### src/rtl/byte_serial_logic_unit.sv
// Byte-serial logic unit: applies AND/OR/XOR/NOR one slice per cycle to latched
// operands and assembles the full-width result behind a start/busy/done handshake.
module byte_serial_logic_unit #(
  parameter int DATA_W  = 32,
  parameter int SLICE_W = 8
) (
  input  logic              clk,
  input  logic              rst,
  input  logic              start,
  input  logic [1:0]        op,
  input  logic [DATA_W-1:0] a,
  input  logic [DATA_W-1:0] b,
  output logic              busy,
  output logic              done,
  output logic [DATA_W-1:0] result,
  output logic              zero
);

  localparam int NSLICE = DATA_W / SLICE_W;
  localparam int CNT_W  = (NSLICE > 1) ? $clog2(NSLICE) : 1;
  localparam logic [CNT_W-1:0] LAST = CNT_W'(NSLICE - 1);

  typedef enum logic [1:0] {IDLE, RUN, DONE} state_t;

  state_t              state;
  logic [CNT_W-1:0]    cnt;
  logic [DATA_W-1:0]   a_lat;
  logic [DATA_W-1:0]   b_lat;
  logic [1:0]          op_lat;
  logic [SLICE_W-1:0]  a_byte;
  logic [SLICE_W-1:0]  b_byte;
  logic [SLICE_W-1:0]  slice_out;
  logic [DATA_W-1:0]   merged;

  assign a_byte = a_lat[cnt*SLICE_W +: SLICE_W];
  assign b_byte = b_lat[cnt*SLICE_W +: SLICE_W];

  // Slice datapath only ever sees the latched copies, never the live inputs.
  always_comb begin
    slice_out = '0;
    case (op_lat)
      2'b00:   slice_out = a_byte & b_byte;
      2'b01:   slice_out = a_byte | b_byte;
      2'b10:   slice_out = a_byte ^ b_byte;
      default: slice_out = ~(a_byte | b_byte);
    endcase
  end

  always_comb begin
    merged = result;
    merged[cnt*SLICE_W +: SLICE_W] = slice_out;
  end

  always_ff @(posedge clk or posedge rst) begin
    if (rst) begin
      state  <= IDLE;
      cnt    <= '0;
      a_lat  <= '0;
      b_lat  <= '0;
      op_lat <= '0;
      busy   <= 1'b0;
      done   <= 1'b0;
      result <= '0;
      zero   <= 1'b0;
    end else begin
      case (state)
        IDLE: begin
          done <= 1'b0;
          if (start) begin
            a_lat  <= a;
            b_lat  <= b;
            op_lat <= op;
            result <= '0;
            cnt    <= '0;
            busy   <= 1'b1;
            state  <= RUN;
          end
        end
        RUN: begin
          result <= merged;
          if (cnt == LAST) begin
            // zero must see the final byte, so it is derived from merged.
            cnt   <= '0;
            zero  <= (merged == '0);
            done  <= 1'b1;
            state <= DONE;
          end else begin
            cnt <= cnt + 1'b1;
          end
        end
        DONE: begin
          done  <= 1'b0;
          busy  <= 1'b0;
          state <= IDLE;
        end
        default: begin
          done  <= 1'b0;
          busy  <= 1'b0;
          state <= IDLE;
        end
      endcase
    end
  end

endmodule

### config.mk
export PLATFORM = sky130hd
export DESIGN_NAME = byte_serial_logic_unit
export DESIGN_NICKNAME = d
export VERILOG_FILES = /design/src/rtl/byte_serial_logic_unit.sv
export SDC_FILE = /design/constraint.sdc
export NUM_CORES = 1
export LEC_CHECK = 0
export ABC_AREA = 0
export CORE_MARGIN = 2
export CORE_UTILIZATION = 45
export DETAILED_ROUTE_END_ITERATION = 6
export GPL_TIMING_DRIVEN = 0
export PLACE_DENSITY_LB_ADDON = 0.2
export RECOVER_POWER = 100
export SLEW_MARGIN = 20
export SYNTH_ARGS = -nofsm -noshare
export SYNTH_HDL_FRONTEND = slang
export SYNTH_SLANG_ARGS = --single-unit
### constraint.sdc
create_clock -name clk -period 9.6 [get_ports clk]
set_input_delay 1.44 -clock clk [delete_from_list [all_inputs] [get_ports clk]]
set_output_delay 1.44 -clock clk [all_outputs]
set_load 0.01 [all_outputs]
==> impl_summary.txt, run 1 <==
----------------------------------------------------
[Yosys]
  Fraction of registers with async set/reset ... 100%
  Syn Inst Count ... around 380
  Number of enable flip-flop cells after synthesis ... 0
  Main flop type after synthesis ... sky130_fd_sc_hd__dfrtp_1
  Number of unique standard cell types used by synthesis ... 41
  Number of register bits inferred by synthesis ... 105
  Area of the mapped netlist ... roughly 5100 µm²
  Syn nets ... approximately 470
  Share of synthesized area occupied by flip-flops and latches ... about half
  Synthesis warning total ... 0
  Mean cell area of the mapped netlist ... roughly 14 µm²

[Floorplan]
  Initial Util ... between 40% and 50%
  Die Wd ... 111 µm
  Area of the core ... between 10,000 and 15,000 µm²
  Die Ht ... 111 µm
  Total I/O pin count ... 104
  Die area ... 12,300 µm²
  Standard-cell rows ... 39

[STA]
  Unrepaired setup endpoints after global routing ... no
  Max Slew Vio Count ... ~110
  Maximum achievable frequency ... 0.180 GHz
  Shortest clock period the worst path allows after layout ... 5.56 ns
  Share of the cycle needed by the critical path after routing ... 57.9%
  Worst Tran Pin Value ... 2.88 ns
  Number of endpoints with negative hold slack in the final report ... 0
  Setup clock skew after layout ... roughly 0.0082 ns
  Final critical-path setup slack ... roughly 4.0 ns
  TNS Setup ... 0 ns
  Max-slew headroom ... -91.7%
  Final-report setup violation count ... 0

[Placed design]
  Cell area reported after detailed placement ... 6380 µm²
  GP Congestion ... about 0.88
  Post-Place Setup Slack ... about 5.5 ns
  Dpl hpwl ... 8600 µm
  Cell count after placement ... roughly 620
  Port Buffers ... 103

[Cells and area]
  Antenna diode count ... 0
  Layout-stage area growth over the synthesis result ... 28.8%
  Count of nets after finishing ... 582
  Area of all placed cells without fillers ... roughly 6600 µm²
  Core Util, Final ... 58.7%
  Layout cells sized above 1 ... roughly 22%
  Number of cells in the finished layout apart from fillers ... about 640

[Worst setup path]
  CP startpoint kind ... input pin
  Cell family contributing the most delay on the critical path ... buffers and inverters
  Crit path buf inv count ... 3
  Worst setup EP type ... asynchronous set/reset pin
  Cell with the largest stage delay on the worst path ... sky130_fd_sc_hd__clkbuf_1
  Data required time of the critical path ... around 9.4 ns
  Crit path arrival time ... about 5.4 ns
  Crit path cell chain ... dlygate4sd3_1 -> clkinvlp_2 -> clkbuf_1
  Critical setup path kind ... input pin to asynchronous set/reset pin
  Largest incremental delay on the critical path ... 2.11 ns
  Crit-path max FO ... 56

[Global routing]
  Antenna violations before repair ... 0
  Aggregate global-route resource usage ... between 10% and 20%
  Global Route met3 Usage ... 3.55%
  Pin count of the biggest net entering global routing ... 57
  Global routing usage on met1 ... approximately a quarter
  Via count of the first global-routing pass ... 3,698
  Global route total overflow ... 0
  First-pass GRT wire length ... 19,200 µm
  Layer with the highest usage after global routing ... met2
  Global Route met2 Usage ... 35.2%

[Drt]
  Number of DRC violations after detailed-routing iteration 0 ... 190
  Average wire per cell in the routed design ... 18.1 µm
  Number of search-and-repair iterations in the first detailed-routing pass ... 4
  Vias ... between 3,000 and 4,000
  Routed vias/inst ... about 5.5
  Total DRC errors in the routed layout ... 0
  Total wire length after detailed routing ... around 12,000 µm
  DRT antenna net count ... 0

[Clock network]
  Cts-stage hold buffer count ... 0
  Buffers from clock root to sink, at most ... 2
  Post-CTS setup buffers ... 0
  H-tree Lvls ... 3
  Num Clock Sinks ... between 100 and 150
  Master cell of the clock root buffer ... sky130_fd_sc_hd__clkbuf_16
  Number of cells upsized or downsized after cts ... 0
  TritonCTS clock tree ... built
  Worst-path clk slew ... ~0.07 ns
  TritonCTS Buffers ... 9
  Clock latency at the later pin of the worst-skew pair ... between 0.3 and 0.4 ns

[Power]
  Cell leakage power ... 3.00 nW
  Worst VDD drop ... around 170 µV
  Power density of the placed cells ... roughly 360 nW/µm²

[Flow run]
  Number of max-capacitance violations reported ... 2

[Run status]
  Failing checks ... max-capacitance violations, max-slew violations
  Result of the run ... complete, but fails checks

[Min path]
  Hold/Removal Path Class ... flop to flop

----------------------------------------------------
## placed cells by master, fill, tap and decap left out, types with 2 or more instances in the layout
master	netlist	routed
sky130_fd_sc_hd__nor2b_1	3	3
sky130_fd_sc_hd__mux2i_1	12	13
sky130_fd_sc_hd__a211oi_1	3	3
sky130_fd_sc_hd__clkdlybuf4s50_1	0	66
sky130_fd_sc_hd__a21oi_1	8	8
sky130_fd_sc_hd__a22o_1	29	29
sky130_fd_sc_hd__clkinv_4	0	2
sky130_fd_sc_hd__nor3_1	3	3
sky130_fd_sc_hd__a22o_2	4	4
sky130_fd_sc_hd__mux4_2	16	16
sky130_fd_sc_hd__nand3_1	2	2
sky130_fd_sc_hd__clkbuf_1	6	15
sky130_fd_sc_hd__inv_1	21	20
sky130_fd_sc_hd__nand2b_1	4	4
sky130_fd_sc_hd__mux2_2	66	66
sky130_fd_sc_hd__dlygate4sd3_1	0	37
sky130_fd_sc_hd__nor2_1	11	11
sky130_fd_sc_hd__mux2i_2	3	2
sky130_fd_sc_hd__nand2_1	11	11
sky130_fd_sc_hd__nand3b_1	2	2
sky130_fd_sc_hd__dfrtp_1	105	105
sky130_fd_sc_hd__a21o_1	4	4
sky130_fd_sc_hd__clkbuf_16	0	9
sky130_fd_sc_hd__nor4_1	8	8
sky130_fd_sc_hd__xor2_1	8	8
sky130_fd_sc_hd__ha_1	22	22
## cell type report
cell class	count	area, µm²
inverters	21	80.1
plain buffers	17	91.3
clock buffers	10	239
clock inverters	6	50.0
multi-input cells	233	2310
flip-flops and latches	105	2630
repair buffers	104	1030
well taps	143	179
fillers	957	4660
## synthesized netlist by cell type (2+ instances only)
library cell               count  area [µm²]
sky130_fd_sc_hd__buf_6         2        22.5
sky130_fd_sc_hd__mux2i_2       3        41.3
sky130_fd_sc_hd__inv_1        21        78.8
sky130_fd_sc_hd__a211oi_1      3        22.5
sky130_fd_sc_hd__nor3_1        3        15.0
sky130_fd_sc_hd__dfrtp_1     105        2630
sky130_fd_sc_hd__mux2_2       66         743
sky130_fd_sc_hd__a21oi_1       8        40.0
sky130_fd_sc_hd__clkbuf_1      6        22.5
sky130_fd_sc_hd__a21o_1        4        30.0
sky130_fd_sc_hd__nand2_1      11        41.3
sky130_fd_sc_hd__mux2i_1      12         120
sky130_fd_sc_hd__buf_2         4        20.0
sky130_fd_sc_hd__xor2_1        8        70.1
sky130_fd_sc_hd__nor4_1        8        50.1
sky130_fd_sc_hd__nand3b_1      2        15.0
sky130_fd_sc_hd__mux4_2       16         360
sky130_fd_sc_hd__a22o_1       29         254
sky130_fd_sc_hd__ha_1         22         275
sky130_fd_sc_hd__a22o_2        4        40.0
sky130_fd_sc_hd__nand3_1       2        10.0
sky130_fd_sc_hd__buf_1         3        11.3
sky130_fd_sc_hd__nand2b_1      4        25.0
sky130_fd_sc_hd__nor2b_1       3        18.8
sky130_fd_sc_hd__nor2_1       11        41.3
## path summary, 6_finish.rpt
check | cells after the start | startpoint | endpoint | slack [ns]
setup reg to reg | 11 | cnt[0]$_DFFE_PP0P_ | zero$_DFFE_PP0P_ | 5.23
hold reg to reg | 1 | b_lat[29]$_DFFE_PP0P_ | b_lat[29]$_DFFE_PP0P_ | 0.50
hold / removal | 1 | b_lat[29]$_DFFE_PP0P_ | b_lat[29]$_DFFE_PP0P_ | 0.50
min in group asynchronous | 2 | rst | busy$_DFFE_PP0P_ | 2.13
setup / recovery | 3 | rst | b_lat[13]$_DFFE_PP0P_ | 4.04
max in group clk | 11 | cnt[0]$_DFFE_PP0P_ | zero$_DFFE_PP0P_ | 5.23
## layer usage
| layer | wire [µm] | up-vias |
|---|---|---|
| met3 | 597 | 8 |
| met5 | 0 | - |
| met4 | 124 | 0 |
| met1 | 4780 | 1782 |
| met2 | 6090 | 117 |
| li1 | - | 1610 |
## per-stage QoR
stage	power (W)	hold slack, ns
CTS	0.00243	0.508
floorplan	0.00164	0.475
global placement	0.00202	0.485
global route	0.00255	0.522
finish	0.00237	0.505
detailed placement	0.00207	0.492
## kinds of logic after synthesis
kind of cell / share of synthesized area (%)
compound gates: 8.63
xor+xnor: 1.36
fa+ha+maj: 5.36
buf+inv: 3.56
flops: 51.2
mux: 24.6
simple gates: 5.29
## flip-flops by register name, summed over array words and instances (netlist names)
signal  flops
cnt         2
done        1
b_lat      32
op_lat      2
a_lat      32
result     32
state       2
zero        1
busy        1
## power by group
group          internal [W]  switching, W  leakage [nW]  total, W
sequential         0.000639      0.000112          1.30  0.000750
combinational      0.000599      0.000667          1.55   0.00127
clock              0.000186      0.000172         0.141  0.000358
## worst register-to-register path, stage by stage (launching register included)
cell and delay [ns]:
sky130_fd_sc_hd__dfrtp_1 0.40, sky130_fd_sc_hd__clkbuf_1 0.38, sky130_fd_sc_hd__clkbuf_1 0.72, sky130_fd_sc_hd__mux4_2 0.64
sky130_fd_sc_hd__inv_1 0.08, sky130_fd_sc_hd__ha_1 0.22, sky130_fd_sc_hd__mux2i_1 0.14, sky130_fd_sc_hd__mux2i_1 0.31
sky130_fd_sc_hd__nor2_4 0.23, sky130_fd_sc_hd__a31oi_1 0.12, sky130_fd_sc_hd__or4_1 0.56, sky130_fd_sc_hd__o41ai_1 0.42
Note: power is estimated with default switching activity, not from simulation.
==> inputs of run 2 (changes only) <==
==> constraint.sdc (replaced) <==
create_clock -name clk -period 5.2 [get_ports clk]
set_input_delay 0.78 -clock clk [delete_from_list [all_inputs] [get_ports clk]]
set_output_delay 0.78 -clock clk [all_outputs]
set_load 0.01 [all_outputs]
==> run 2 against run 1 <==
  * The run still ends with max-capacitance violations, max-slew violations left
  * Routed wire length decreased by 0.37%
  * Total power increased by 84%
  * Count of clock-buffer cells in the layout stayed put
  * Clock power increased by 84%
  * Largest cell class unchanged
==> impl_summary.txt, run 2 (same netlist as run 1, synthesis figures left out) <==
----------------------------------------------------
[Run status]
  Result of the run ... complete, but fails checks (unchanged)
  Failing checks ... max-capacitance violations, max-slew violations (unchanged)

[Worst setup path]
  Critical setup path kind ... flop to flop (was input pin to asynchronous set/reset pin)
  Reg2Reg Setup Slack ... 0.82 ns (was 5.23 ns)
  Worst reg2reg startpoint ... cnt[0]$_DFFE_PP0P_ (unchanged)
  Crit path arrival time ... 4.60 ns (was 5.40 ns)
  CP startpoint kind ... flop (was input pin)
  Length in cells of the worst reg-to-reg path ... 11 (unchanged)
  Worst setup EP type ... flop (was asynchronous set/reset pin)
  Crit-path max FO ... 10 (was 56)
  Endpoint of the worst-slack reg-to-reg timing path ... zero$_DFFE_PP0P_ (unchanged)
  Data required time of the critical path ... 5.41 ns (was 9.43 ns)

[Cells and area]
  Registers with the most flip-flops ... a_lat: 32 flops, b_lat: 32 flops, result: 32 flops (unchanged)
  Antenna diode count ... 0 (unchanged)
  Area occupied by multi-input gates ... 2310 µm² (about the same)
  Count of nets after finishing ... 582 (unchanged)
  Layout cells sized above 1 ... 22.4% (unchanged)
  Layout-stage area growth over the synthesis result ... 28.8% (about the same)
  Most common library cell in the layout ignoring fill and taps ... sky130_fd_sc_hd__dfrtp_1 (unchanged)
  Fill cells ... 956 (was 957)
  Sequential cell area ... 2630 µm² (unchanged)
  Number of cells in the finished layout apart from fillers ... 639 (unchanged)
  Commonest cells after routing, fill and taps aside ... sky130_fd_sc_hd__dfrtp_1, sky130_fd_sc_hd__mux2_2, sky130_fd_sc_hd__clkdlybuf4s50_1 (unchanged)

[STA]
  TNS Setup ... 0 ns (unchanged)
  Share of the cycle needed by the critical path after routing ... approximately 84%
  Max-slew headroom ... -46.5% (was -91.7%)
  Shortest clock period the worst path allows after layout ... about 4.4 ns
  Final-report setup violation count ... 0 (unchanged)
  Max Slew Vio Count ... 51 (was 108)
  Setup clock skew after layout ... 0.00877 ns (was 0.00819 ns)
  Unrepaired setup endpoints after global routing ... no (unchanged)
  Worst Tran Pin Value ... 2.19 ns (was 2.88 ns)
  Number of endpoints with negative hold slack in the final report ... 0 (unchanged)
  Maximum achievable frequency ... ~0.23 GHz

[Clock network]
  Post-CTS setup buffers ... 0 (unchanged)
  Number of cells upsized or downsized after cts ... 0 (unchanged)
  Buffers from clock root to sink, at most ... 2 (unchanged)
  Clock latency at the later pin of the worst-skew pair ... 0.35 ns (about the same)
  Cts-stage hold buffer count ... 0 (unchanged)
  TritonCTS Buffers ... 9 (unchanged)
  Worst-path clk slew ... 0.07 ns (about the same)
  H-tree Lvls ... 3 (unchanged)
  TritonCTS clock tree ... built (unchanged)
  Master cell of the clock root buffer ... sky130_fd_sc_hd__clkbuf_16 (unchanged)
  Num Clock Sinks ... 105 (unchanged)

[Power]
  Worst VDD drop ... 313 µV (was 168 µV)
  Cell leakage power ... 3.00 nW (about the same)
  Power density of the placed cells ... 661 nW/µm² (was 359 nW/µm²)

[Min path]
  Hold/Removal Path Class ... flop to flop (unchanged)
  Startpoint of the tightest hold check path ... b_lat[29]$_DFFE_PP0P_ (unchanged)
  Worst Hold Path EP ... b_lat[29]$_DFFE_PP0P_ (unchanged)
  Cell count of the worst hold path ... 1 (unchanged)

[Drt]
  Number of search-and-repair iterations in the first detailed-routing pass ... 5 (was 4)
  Total DRC errors in the routed layout ... 0 (unchanged)
  Number of DRC violations after detailed-routing iteration 0 ... 208 (was 190)
  Routed vias/inst ... 5.51 (was 5.50)
  DRT antenna net count ... 0 (unchanged)
  Total wire length after detailed routing ... 11,600 µm (about the same)
  Average wire per cell in the routed design ... 18.1 µm (about the same)
  Vias ... 3,520 (was 3,517)

[Floorplan]
  Standard-cell rows ... 39 (unchanged)
  Area of the core ... 11,300 µm² (unchanged)
  Die area ... 12,300 µm² (unchanged)
  Die Wd ... 111 µm (unchanged)
  Die Ht ... 111 µm (unchanged)
  Initial Util ... 45.6% (unchanged)
  Total I/O pin count ... 104 (unchanged)

[Global routing]
  Via count of the first global-routing pass ... 3,698 (unchanged)
  Global route total overflow ... 0 (unchanged)
  Pin count of the biggest net entering global routing ... 57 (unchanged)
  First-pass GRT wire length ... 19,200 µm (unchanged)
  Aggregate global-route resource usage ... 19.9% (unchanged)
  Antenna violations before repair ... 0 (unchanged)

[Flow run]
  Number of max-capacitance violations reported ... 1 (was 2)

[Placed design]
  Port Buffers ... 103 (unchanged)
  Dpl hpwl ... 8600 µm (unchanged)
  GP Congestion ... 0.883 (unchanged)
  Cell count after placement ... 623 (unchanged)

----------------------------------------------------
[run 2: cell count changes in the layout (fill, tap and decap cells not counted)]
cell | previous run | this run
sky130_fd_sc_hd__clkbuf_2 | 0 | 1
sky130_fd_sc_hd__clkbuf_1 | 15 | 14
sky130_fd_sc_hd__mux2i_2 | 2 | 1
sky130_fd_sc_hd__mux2i_1 | 13 | 14
[run 2: worst max path at each step]
stage,startpoint,endpoint
after floorplan,rst,a_lat[0]$_DFFE_PP0P_
after global placement,rst,b_lat[10]$_DFFE_PP0P_
after detailed placement,cnt[0]$_DFFE_PP0P_,zero$_DFFE_PP0P_
after CTS,cnt[0]$_DFFE_PP0P_,zero$_DFFE_PP0P_
after global routing,cnt[0]$_DFFE_PP0P_,zero$_DFFE_PP0P_
final,cnt[0]$_DFFE_PP0P_,zero$_DFFE_PP0P_
[run 2: worst max-delay path: stages, from the launching register on]
cell	delay [ns]
sky130_fd_sc_hd__dfrtp_1	0.40
sky130_fd_sc_hd__clkbuf_1	0.37
sky130_fd_sc_hd__clkbuf_1	0.71
sky130_fd_sc_hd__mux4_2	0.64
sky130_fd_sc_hd__inv_1	0.08
sky130_fd_sc_hd__ha_1	0.22
sky130_fd_sc_hd__mux2i_1	0.14
sky130_fd_sc_hd__mux2i_1	0.31
sky130_fd_sc_hd__nor2_4	0.23
sky130_fd_sc_hd__a31oi_1	0.12
sky130_fd_sc_hd__or4_1	0.56
sky130_fd_sc_hd__o41ai_1	0.43
[run 2: power by group]
part           total [W]  switching [W]  leakage (nW)  internal (W)
Sequential       0.00138       0.000206          1.30       0.00118
Combinational    0.00233        0.00123          1.56       0.00110
Clock           0.000659       0.000315         0.141      0.000344
[run 2: through the flow]
step | total power (W) | setup WS [ns] | hold WS (ns) | instance area (µm²) | util [%]
4_1_cts | 0.00448 | 1.04 | 0.508 | 6670 | 59.1
3_3_place_gp | 0.00373 | 0.234 | 0.485 | 6340 | 56.3
3_5_place_dp | 0.00382 | 1.11 | 0.492 | 6380 | 56.6
5_1_grt | 0.00470 | 0.483 | 0.522 | 6610 | 58.7
2_1_floorplan | 0.00303 | 1.66 | 0.475 | 5130 | -
6_report | 0.00437 | 0.817 | 0.504 | 6610 | 58.7
[run 2: cell type report]
type                            instances  share of cell area [%]
Buffer                                 17                    1.38
Clock buffer                           10                    3.61
Clock inverter                          6                   0.757
Inverter                               21                    1.21
Multi-Input combinational cell        233                    34.9
Sequential cell                       105                    39.7
Tap cell                              143                    2.71
Timing Repair Buffer                  104                    15.7
[run 2: routing by layer]
metal  wire length, µm  share of wire [%]  vias to the layer above  track usage [%]
li1                  -                  -                     1610                -
met1              4740                 41                     1799             25.2
met2              6120                 53                      100             35.2
met3               554                4.8                       11             3.55
met4               141                1.2                        0             5.83
met5                 0                  0                        -                0
==> inputs of run 3 (changes only) <==
==> constraint.sdc (replaced) <==
create_clock -name clk -period 3.9 [get_ports clk]
set_input_delay 0.585 -clock clk [delete_from_list [all_inputs] [get_ports clk]]
set_output_delay 0.585 -clock clk [all_outputs]
set_load 0.01 [all_outputs]
==> run 3 against run 2 <==
  * The run still ends with max-capacitance violations, max-slew violations left
  * Setup slack lost 0.54 ns
  * Sequential power is 34% higher
  * Die area unchanged
  * Clock skew hardly changed
  * Critical path type unchanged
==> impl_summary.txt, run 3 (same netlist as run 1, synthesis figures left out) <==
----------------------------------------------------
[Floorplan]
  Standard-cell rows ... 39 (unchanged)
  Area of the core ... 11,300 µm² (unchanged)
  Die Wd ... 111 µm (unchanged)
  Initial Util ... 45.6% (unchanged)
  Die Ht ... 111 µm (unchanged)
  Die area ... 12,300 µm² (unchanged)
  Total I/O pin count ... 104 (unchanged)

[Cells and area]
  Registers with the most flip-flops ... a_lat: 32 flops, b_lat: 32 flops, result: 32 flops (unchanged)
  Count of nets after finishing ... 581 (was 582)
  Commonest cells after routing, fill and taps aside ... sky130_fd_sc_hd__dfrtp_1, sky130_fd_sc_hd__mux2_2, sky130_fd_sc_hd__clkdlybuf4s50_1 (unchanged)
  Layout-stage area growth over the synthesis result ... 29.7% (was 28.8%)
  Antenna diode count ... 0 (unchanged)
  Area of all placed cells without fillers ... 6660 µm² (was 6610 µm²)
  Layout cells sized above 1 ... 23.8% (was 22.4%)
  Most common library cell in the layout ignoring fill and taps ... sky130_fd_sc_hd__dfrtp_1 (unchanged)

[Global routing]
  Antenna violations before repair ... 0 (unchanged)
  First-pass GRT wire length ... 19,200 µm (about the same)
  Global route total overflow ... 0 (unchanged)
  Pin count of the biggest net entering global routing ... 57 (unchanged)
  Via count of the first global-routing pass ... 3,696 (was 3,698)
  Aggregate global-route resource usage ... 19.9% (unchanged)

[STA]
  Share of the cycle needed by the critical path after routing ... 92.9% (was 84.3%)
  Setup clock skew after layout ... 0.00869 ns (was 0.00877 ns)
  Max-slew headroom ... -52.7% (was -46.5%)
  Shortest clock period the worst path allows after layout ... 3.62 ns (was 4.38 ns)
  Number of endpoints with negative hold slack in the final report ... 0 (unchanged)
  Worst Tran Pin Value ... 2.28 ns (was 2.19 ns)
  Max Slew Vio Count ... 50 (was 51)
  Final-report setup violation count ... 0 (unchanged)
  Final critical-path setup slack ... 0.278 ns (was 0.817 ns)
  Unrepaired setup endpoints after global routing ... no (unchanged)
  Maximum achievable frequency ... 0.276 GHz (was 0.228 GHz)

[Drt]
  Average wire per cell in the routed design ... 18.2 µm (was 18.1 µm)
  Total wire length after detailed routing ... 11,600 µm (about the same)
  DRT antenna net count ... 0 (unchanged)
  Total DRC errors in the routed layout ... 0 (unchanged)
  Number of DRC violations after detailed-routing iteration 0 ... 220 (was 208)
  Vias ... 3,519 (was 3,520)
  Number of search-and-repair iterations in the first detailed-routing pass ... 5 (unchanged)
  Routed vias/inst ... 5.52 (was 5.51)

[Worst setup path]
  Critical setup path kind ... flop to flop (unchanged)
  Data required time of the critical path ... 4.13 ns (was 5.41 ns)
  Crit path arrival time ... 3.86 ns (was 4.60 ns)
  Worst reg2reg startpoint ... cnt[0]$_DFFE_PP0P_ (unchanged)
  CP startpoint kind ... flop (unchanged)
  Crit-path max FO ... 17 (was 10)
  CP startpoint ... cnt[0]$_DFFE_PP0P_ (unchanged)
  Worst setup EP type ... flop (unchanged)

[Placed design]
  Post-Place Setup Slack ... -0.188 ns (was 1.11 ns)
  GP Congestion ... 0.883 (unchanged)
  Dpl hpwl ... 8600 µm (unchanged)
  Cell area reported after detailed placement ... 6380 µm² (unchanged)
  Port Buffers ... 103 (unchanged)

[Clock network]
  Post-CTS setup buffers ... 0 (unchanged)
  H-tree Lvls ... 3 (unchanged)
  Num Clock Sinks ... 105 (unchanged)
  Worst-path clk slew ... 0.07 ns (about the same)
  Clock latency at the later pin of the worst-skew pair ... 0.35 ns (about the same)
  Master cell of the clock root buffer ... sky130_fd_sc_hd__clkbuf_16 (unchanged)
  TritonCTS Buffers ... 9 (unchanged)
  Buffers from clock root to sink, at most ... 2 (unchanged)
  Cts-stage hold buffer count ... 0 (unchanged)
  TritonCTS clock tree ... built (unchanged)

[Power]
  Worst VDD drop ... 422 µV (was 313 µV)
  Cell leakage power ... 3.03 nW (was 3.00 nW)
  Total Power ... 0.00588 W (was 0.00437 W)
  Power density of the placed cells ... 884 nW/µm² (was 661 nW/µm²)

[Min path]
  Hold/Removal Path Class ... flop to flop (unchanged)
  Startpoint of the tightest hold check path ... b_lat[29]$_DFFE_PP0P_ (unchanged)

[Run status]
  Result of the run ... complete, but fails checks (unchanged)
  Failing checks ... max-capacitance violations, max-slew violations (unchanged)

[Flow run]
  Number of max-capacitance violations reported ... 1 (unchanged)

----------------------------------------------------
## run 3: worst max-delay path, cell delays in order, from the launching register on
cell,delay (ns)
sky130_fd_sc_hd__dfrtp_1,0.42
sky130_fd_sc_hd__buf_6,0.25
sky130_fd_sc_hd__clkbuf_2,0.35
sky130_fd_sc_hd__mux4_2,0.58
sky130_fd_sc_hd__inv_1,0.08
sky130_fd_sc_hd__ha_1,0.22
sky130_fd_sc_hd__mux2i_1,0.16
sky130_fd_sc_hd__mux2i_2,0.20
sky130_fd_sc_hd__nor2_4,0.15
sky130_fd_sc_hd__a31oi_1,0.13
sky130_fd_sc_hd__or4_1,0.58
sky130_fd_sc_hd__o41ai_2,0.37
## run 3: area by class of cell
type                       count  area [µm²]
fill                         946        4610
tap                          143         179
timing repair buffer         104        1060
clock buffer                  10         239
buffer                        16        98.8
clock inverter                 6        50.0
multi-input combinational    233        2320
inverter                      21        80.1
sequential                   105        2630
## run 3: power by group
| part | switching (W) | internal [W] | total [W] |
|---|---|---|---|
| logic | 0.00166 | 0.00150 | 0.00316 |
| registers | 0.000277 | 0.00157 | 0.00185 |
| clock network | 0.000419 | 0.000459 | 0.000878 |
## run 3: what timing repair did
action | 4_1_cts | 5_1_grt
pin swaps | 0 | 0
gates resized for setup | 2 | 4
cloned | 0 | 0
setup endpoints to repair | 1 | 1
## run 3: worst paths after layout
kind                                    endpoint  slack, ns  cells past startpoint
setup / recovery                zero$_DFFE_PP0P_       0.28                     11
hold / removal             b_lat[29]$_DFFE_PP0P_       0.50                      1
setup reg to reg                zero$_DFFE_PP0P_       0.28                     11
hold reg to reg            b_lat[29]$_DFFE_PP0P_       0.50                      1
max in group asynchronous   b_lat[6]$_DFFE_PP0P_       1.55                      2
min in group asynchronous       busy$_DFFE_PP0P_       1.31                      2
## run 3: metrics by stage
step           hold WS [ns]  setup TNS [ns]  cells  util (%)
3_5_place_dp          0.492          -0.188    623      56.6
4_1_cts               0.508               0    639      59.2
3_3_place_gp          0.485          -90.95    622      56.3
6_report              0.504               0    638      59.1
5_1_grt               0.522               0    638      59.1
2_1_floorplan         0.475               0    376         -
## run 3: metal layers
layer	wire length, µm	global-route usage [%]
met3	540	3.55
met2	6050	35.3
met1	4860	25.2
met4	144	5.58
met5	0	0
